[src/rtl/cam_pingpong_tx_ctrl.sv]
// cam_pingpong_tx_ctrl: double-buffered pixel capture into two RAM banks with
// in-order packet dispatch and an end-of-frame marker packet.
`timescale 1ns/1ps
`default_nettype none

module cam_pingpong_tx_ctrl #(
    parameter int DATA_W      = 8,
    parameter int ADDR_W      = 11,
    parameter int HDR_LEN     = 50,
    parameter int PAYLOAD_LEN = 1280,
    parameter int CNT_W       = 16
) (
    input  logic              clk,
    input  logic              reset,
    input  logic              pix_valid,
    input  logic [DATA_W-1:0] cam_data,
    input  logic              frame_done,
    input  logic              eth_finish,
    output logic              ram_we,
    output logic              ram_bank,
    output logic [ADDR_W-1:0] ram_addr,
    output logic [DATA_W-1:0] ram_din,
    output logic              send_start,
    output logic              send_bank,
    output logic              send_marker,
    output logic [CNT_W-1:0]  drop_cnt,
    output logic [1:0]        wr_state,
    output logic [1:0]        tx_state
);

    localparam logic [1:0] WR_FILL  = 2'd0;
    localparam logic [1:0] WR_STALL = 2'd1;
    localparam logic [1:0] TX_IDLE  = 2'd0;
    localparam logic [1:0] TX_START = 2'd1;
    localparam logic [1:0] TX_WAIT  = 2'd2;

    localparam logic [ADDR_W-1:0] C_WP_FIRST = ADDR_W'(HDR_LEN);
    localparam logic [ADDR_W-1:0] C_WP_LAST  = ADDR_W'(HDR_LEN + PAYLOAD_LEN - 1);
    localparam int                C_SUM_W    = CNT_W + ADDR_W + 1;

    logic [1:0]        r_wr_state, w_wr_next;
    logic [1:0]        r_tx_state, w_tx_next;
    logic              r_wb, r_rb, r_marker_pend;
    logic [1:0]        r_full;
    logic [ADDR_W-1:0] r_wp;
    logic [CNT_W-1:0]  r_drop_cnt;
    logic              r_send_bank, r_send_marker;
    logic              r_ram_we, r_ram_bank;
    logic [ADDR_W-1:0] r_ram_addr;
    logic [DATA_W-1:0] r_ram_din;

    logic              w_fill_px, w_bank_done, w_tx_done, w_release;
    logic [1:0]        w_full_clr, w_full_set, w_full_eff;
    logic [ADDR_W:0]   w_drop_add;
    logic [C_SUM_W-1:0] w_drop_sum;

    assign w_fill_px   = (r_wr_state == WR_FILL) && pix_valid;
    assign w_bank_done = w_fill_px && (r_wp == C_WP_LAST);
    assign w_tx_done   = (r_tx_state == TX_WAIT) && eth_finish;
    assign w_release   = w_tx_done && !r_send_marker;
    assign w_full_clr  = w_release   ? (2'b01 << r_rb) : 2'b00;
    assign w_full_set  = w_bank_done ? (2'b01 << r_wb) : 2'b00;
    // A bank freed by the sender this cycle is already usable by the writer.
    assign w_full_eff  = r_full & ~w_full_clr;

    always_comb begin
        w_drop_add = '0;
        if ((r_wr_state == WR_STALL) && pix_valid) begin
            w_drop_add = (ADDR_W+1)'(1);
        end else if ((r_wr_state == WR_FILL) && frame_done && !w_bank_done) begin
            w_drop_add = {1'b0, r_wp - C_WP_FIRST} + (ADDR_W+1)'(w_fill_px);
        end
    end

    assign w_drop_sum = C_SUM_W'(r_drop_cnt) + C_SUM_W'(w_drop_add);

    // Writer FSM
    always_ff @(posedge clk) begin
        if (!reset) r_wr_state <= WR_FILL;
        else        r_wr_state <= w_wr_next;
    end

    always_comb begin
        w_wr_next = r_wr_state;
        case (r_wr_state)
            WR_FILL:  if (w_bank_done && w_full_eff[!r_wb]) w_wr_next = WR_STALL;
            WR_STALL: if (frame_done && !w_full_eff[r_wb])  w_wr_next = WR_FILL;
            default:  w_wr_next = WR_FILL;
        endcase
    end

    // Sender FSM
    always_ff @(posedge clk) begin
        if (!reset) r_tx_state <= TX_IDLE;
        else        r_tx_state <= w_tx_next;
    end

    always_comb begin
        w_tx_next = r_tx_state;
        case (r_tx_state)
            TX_IDLE:  if (r_full[r_rb] || r_marker_pend) w_tx_next = TX_START;
            TX_START: w_tx_next = TX_WAIT;
            TX_WAIT:  if (eth_finish) w_tx_next = TX_IDLE;
            default:  w_tx_next = TX_IDLE;
        endcase
    end

    always_comb begin
        send_start = (r_tx_state == TX_START);
        wr_state   = r_wr_state;
        tx_state   = r_tx_state;
    end

    always_ff @(posedge clk) begin
        if (!reset) begin
            r_ram_we      <= 1'b0;
            r_ram_bank    <= 1'b0;
            r_ram_addr    <= C_WP_FIRST;
            r_ram_din     <= '0;
            r_wp          <= C_WP_FIRST;
            r_wb          <= 1'b0;
            r_rb          <= 1'b0;
            r_full        <= 2'b00;
            r_marker_pend <= 1'b0;
            r_drop_cnt    <= '0;
            r_send_bank   <= 1'b0;
            r_send_marker <= 1'b0;
        end else begin
            r_ram_we <= w_fill_px;
            if (w_fill_px) begin
                r_ram_bank <= r_wb;
                r_ram_addr <= r_wp;
                r_ram_din  <= cam_data;
            end
            if (w_bank_done || ((r_wr_state == WR_FILL) && frame_done)) r_wp <= C_WP_FIRST;
            else if (w_fill_px)                                          r_wp <= r_wp + 1'b1;
            r_wb   <= r_wb ^ w_bank_done;
            r_full <= w_full_eff | w_full_set;
            if (w_release) r_rb <= ~r_rb;
            if (frame_done)                      r_marker_pend <= 1'b1;
            else if (w_tx_done && r_send_marker) r_marker_pend <= 1'b0;
            r_drop_cnt <= (|w_drop_sum[C_SUM_W-1:CNT_W]) ? '1 : w_drop_sum[CNT_W-1:0];
            // Data always wins over a pending marker.
            if (r_tx_state == TX_IDLE) begin
                if (r_full[r_rb]) begin
                    r_send_marker <= 1'b0;
                    r_send_bank   <= r_rb;
                end else if (r_marker_pend) begin
                    r_send_marker <= 1'b1;
                end
            end
        end
    end

    assign ram_we      = r_ram_we;
    assign ram_bank    = r_ram_bank;
    assign ram_addr    = r_ram_addr;
    assign ram_din     = r_ram_din;
    assign send_bank   = r_send_bank;
    assign send_marker = r_send_marker;
    assign drop_cnt    = r_drop_cnt;

endmodule

`default_nettype wire

[config.mk]
export PLATFORM = sky130hd
export DESIGN_NAME = cam_pingpong_tx_ctrl
export DESIGN_NICKNAME = d
export VERILOG_FILES = /design/src/rtl/cam_pingpong_tx_ctrl.sv
export SDC_FILE = /design/constraint.sdc
export NUM_CORES = 1
export LEC_CHECK = 0
export CAP_MARGIN = 20
export CORE_ASPECT_RATIO = 0.9
export CORE_UTILIZATION = 25
export DETAILED_ROUTE_END_ITERATION = 10
export SYNTH_ARGS = -nofsm -noshare
export SYNTH_HDL_FRONTEND = slang
export SYNTH_SLANG_ARGS = --single-unit
[constraint.sdc]
create_clock -name clk -period 4.5 [get_ports clk]
set_clock_uncertainty 0.15 [all_clocks]
set_input_delay 0.9 -clock clk [delete_from_list [all_inputs] [get_ports clk]]
set_output_delay 0.9 -clock clk [all_outputs]
set_load 0.05 [all_outputs]
==> impl_metrics.env <==
export IMPL_grt_max_degree=30
export IMPL_syn_area_sq_um=3258
export IMPL_synth_nets=437
export IMPL_seq_area_sq_um=1161
export IMPL_grt_pass1_vias=2948
export IMPL_grt_ovfl_total=0
export IMPL_dieArea_sq_um=13490
export IMPL_cts_max_level=3
export IMPL_insertion_delay_ps=330
export IMPL_crit_slowest_cell="or4_4"
export IMPL_ioPinCount=57
export IMPL_worst_pin_slew_ps=958.4
export IMPL_cts_made_buffers=9
export IMPL_grt_use_met3_pct=4.270
export IMPL_end_kind="flop"
export IMPL_cts_sink_count=58
export IMPL_clk_pin_slew_ps=50
export IMPL_final_cell_area_sq_um=4572
export IMPL_top_usage_layer="met2"
export IMPL_arrival_ps=4330
export IMPL_start_util_pct=25.68
export IMPL_dpl_cell_area_sq_um=4264
export IMPL_ys_flop_type="dfxtp_1"
export IMPL_post_cts_setup_buffer_count=0
export IMPL_cp_required_ps=4560
export IMPL_p_leak_nw=1.919
export IMPL_setup_viol=0
export IMPL_finalHoldViolCount=0
export IMPL_synth_edf_count=0
export IMPL_period_share_pct=94.92
export IMPL_drt_wl_total_microns=8102
export IMPL_grt_pass1_wl_microns=13210
export IMPL_routed_via_density=4.656
export IMPL_start_kind="input pin"
export IMPL_post_route_drc_count=0
export IMPL_path_class="input pin to flop"
export IMPL_crit_buf_inv=2
export IMPL_track_usage_pct=12.51
export IMPL_grtUsageMet2_pct=20.91
export IMPL_diodes=0
export IMPL_synth_seq_cells=58
export IMPL_drv_slew=0
export IMPL_fp_row_count=39
export IMPL_core_sq_um=12690
export IMPL_timing_fmax_mhz=234.1
export IMPL_fill_cells=1325
export IMPL_dr_pass1_iters=4
export IMPL_antenna_found_initial=0
export IMPL_min_period_ps=4271
export IMPL_hold_depth=2
export IMPL_hold_class="flop to flop"
export IMPL_critPathMaxStageDelay_ps=530
export IMPL_synth_most_common_cell="nand2_1"
export IMPL_drt_iter0_drc=142
export IMPL_drive_above_1_share_pct=14.11
export IMPL_io_buffers=55
export IMPL_fp_dieH_microns=110.3
export IMPL_synthTopCellsByArea="dfxtp_1, ha_1, nand2_1"
export IMPL_synth_common_cells="nand2_1, dfxtp_1, nor2_1"
export IMPL_area_growth_pct=40.32
export IMPL_synth_top_cell_by_area="dfxtp_1"
export IMPL_rsz0062_at_grt="false"
export IMPL_path_cells="dlygate4sd2_1, nand2b_1, or4_4, inv_1, nor2_1, a22o_1, ha_1, fa_2, a21o_1, a311o_1, a211o_1, and2_1, a41o_1, o41a_1"
export IMPL_relSlewSlack_pct=36.04
export IMPL_cts_tree="yes"
export IMPL_cellPowerDensity_nw_per_um2=312.5
export IMPL_dp_cells=644
export IMPL_final_nets=526
export IMPL_vias=3073
export IMPL_ys_warn_count=0
export IMPL_ant_nets=0
export IMPL_stdcell_count=660
export IMPL_status="finished clean"
export IMPL_dp_final_hpwl_microns=6021
export IMPL_async_flop_share_pct=0
export IMPL_avgRoutedWirePerCell_microns=12.28
export IMPL_r2r_start="r_wp[1]$_SDFFE_PP1N_"
export IMPL_peakVddDrop_mv=0.2247
export IMPL_hp_start="ram_addr[2]$_SDFFE_PN0N_"
export IMPL_place_congestion=0.8213
export IMPL_use_met1_pct=15.22
export IMPL_ctsResizeCount=3
export IMPL_synth_top_area_share_pct=35.64
export IMPL_hold_end="ram_addr[2]$_SDFFE_PN0N_"
export IMPL_ctsHoldBuffers=0
export IMPL_cap_violations=0
export IMPL_netlist_instances=402
export IMPL_r2r_cells=15
export IMPL_yosysSeqAreaShare_pct=35.64
export IMPL_multi_input_area_sq_um=1959
export IMPL_cp_max_fo=3
export IMPL_r2r_end="drop_cnt[9]$_SDFF_PN0_"
export IMPL_cts_path_max_buffers=2
export IMPL_timing_hold_ws_ps=303.4
export IMPL_avgSynthCellArea_sq_um=8.105
export IMPL_cts_root_buf="clkbuf_16"
export IMPL_reg2reg_slack_ps=340
export IMPL_path_delay_family="compound AO/OA/AOI/OAI gates"
export IMPL_die_w_microns=122.3
export IMPL_ys_types=57
-- registers in the layout, indices dropped and copies added (netlist names) --
register,cells
r_rb,1
ram_we,1
send_bank,1
r_marker_pend,1
ram_addr,11
wr_state,1
ram_din,8
r_full,2
r_wp,11
ram_bank,1
drop_cnt,16
r_wb,1
send_marker,1
tx_state,2
-- report_power, final --
part | switching (W) | internal [W] | leakage, nW
combinational | 0.000118 | 0.0000784 | 1.31
clock | 0.000259 | 0.000431 | 0.134
sequential | 0.0000123 | 0.000530 | 0.472
total | 0.000390 | 0.00104 | 1.92
-- area by class of cell --
class	instances	area share (%)
clock buffer	9	4.926
clock inverter	7	1.697
inverter	13	1.067
multi-input combinational	308	42.86
sequential	58	25.40
tap	164	4.488
timing repair buffer	101	19.57
-- layout by cell type (no fill, tap or decap), drive strengths merged, types with 5 or more instances in the layout --
master and instances:
clkdlybuf4s50 54, o21ai 9, clkbuf 9, buf 46, nand4 6, nand2b 7, a21o 5, nand3 11
inv 14, xnor2 20, ha 21, a21oi 37, nand2 60, nor2 39, dfxtp 58, xor2 13
nor3 5, o21a 11
-- worst reg2reg max path: cells and delay by family, from the launching register on --
kind                     cells  cell delay [ps]
AO/OA/AOI/OAI                6             1710
AND/OR/NAND/NOR              4              790
adder cells (fa/ha/maj)      3              750
flip-flops                   1              370
buffers and inverters        2              280
-- kinds of logic after synthesis --
group / synth area share, %
DFF: 35.64
AOI/OAI and AO/OA: 18.66
other: 0.1151
xor gates and xnor gates: 8.871
and+or+nand+nor: 22.81
buffers and inverters: 4.570
adders and majority gates: 8.679
muxes: 0.6528
-- metrics by stage --
stage,util (%),total power (W),setup TNS (ps),setup WS [ps]
5_1_grt,36.04,0.001488,0,23.59
6_report,36.04,0.001429,0,228.7
2_1_floorplan,-,0.0006777,0,4.762
3_5_place_dp,33.61,0.0007510,-5502,-437.9
3_3_place_gp,33.61,0.0007477,-4181,-353.1
4_1_cts,36.04,0.001450,0,234.9
-- worst max path at each step --
stage	from	endpoint	slack, ps	depth (start not counted)
5_1_grt	pix_valid	drop_cnt[9]$_SDFF_PN0_	20	20
2_1_floorplan	pix_valid	drop_cnt[9]$_SDFF_PN0_	5	15
6_report	pix_valid	drop_cnt[9]$_SDFF_PN0_	230	14
3_5_place_dp	pix_valid	drop_cnt[9]$_SDFF_PN0_	-440	14
3_3_place_gp	pix_valid	drop_cnt[9]$_SDFF_PN0_	-350	14
4_1_cts	pix_valid	drop_cnt[9]$_SDFF_PN0_	230	14
-- metal layers --
layer | vias to the layer above | wire, microns
met5 | - | 0
met4 | 0 | 109
met3 | 11 | 351
met2 | 63 | 3749
met1 | 1423 | 3892
li1 | 1576 | -
Power figures use the tool's default switching activity.
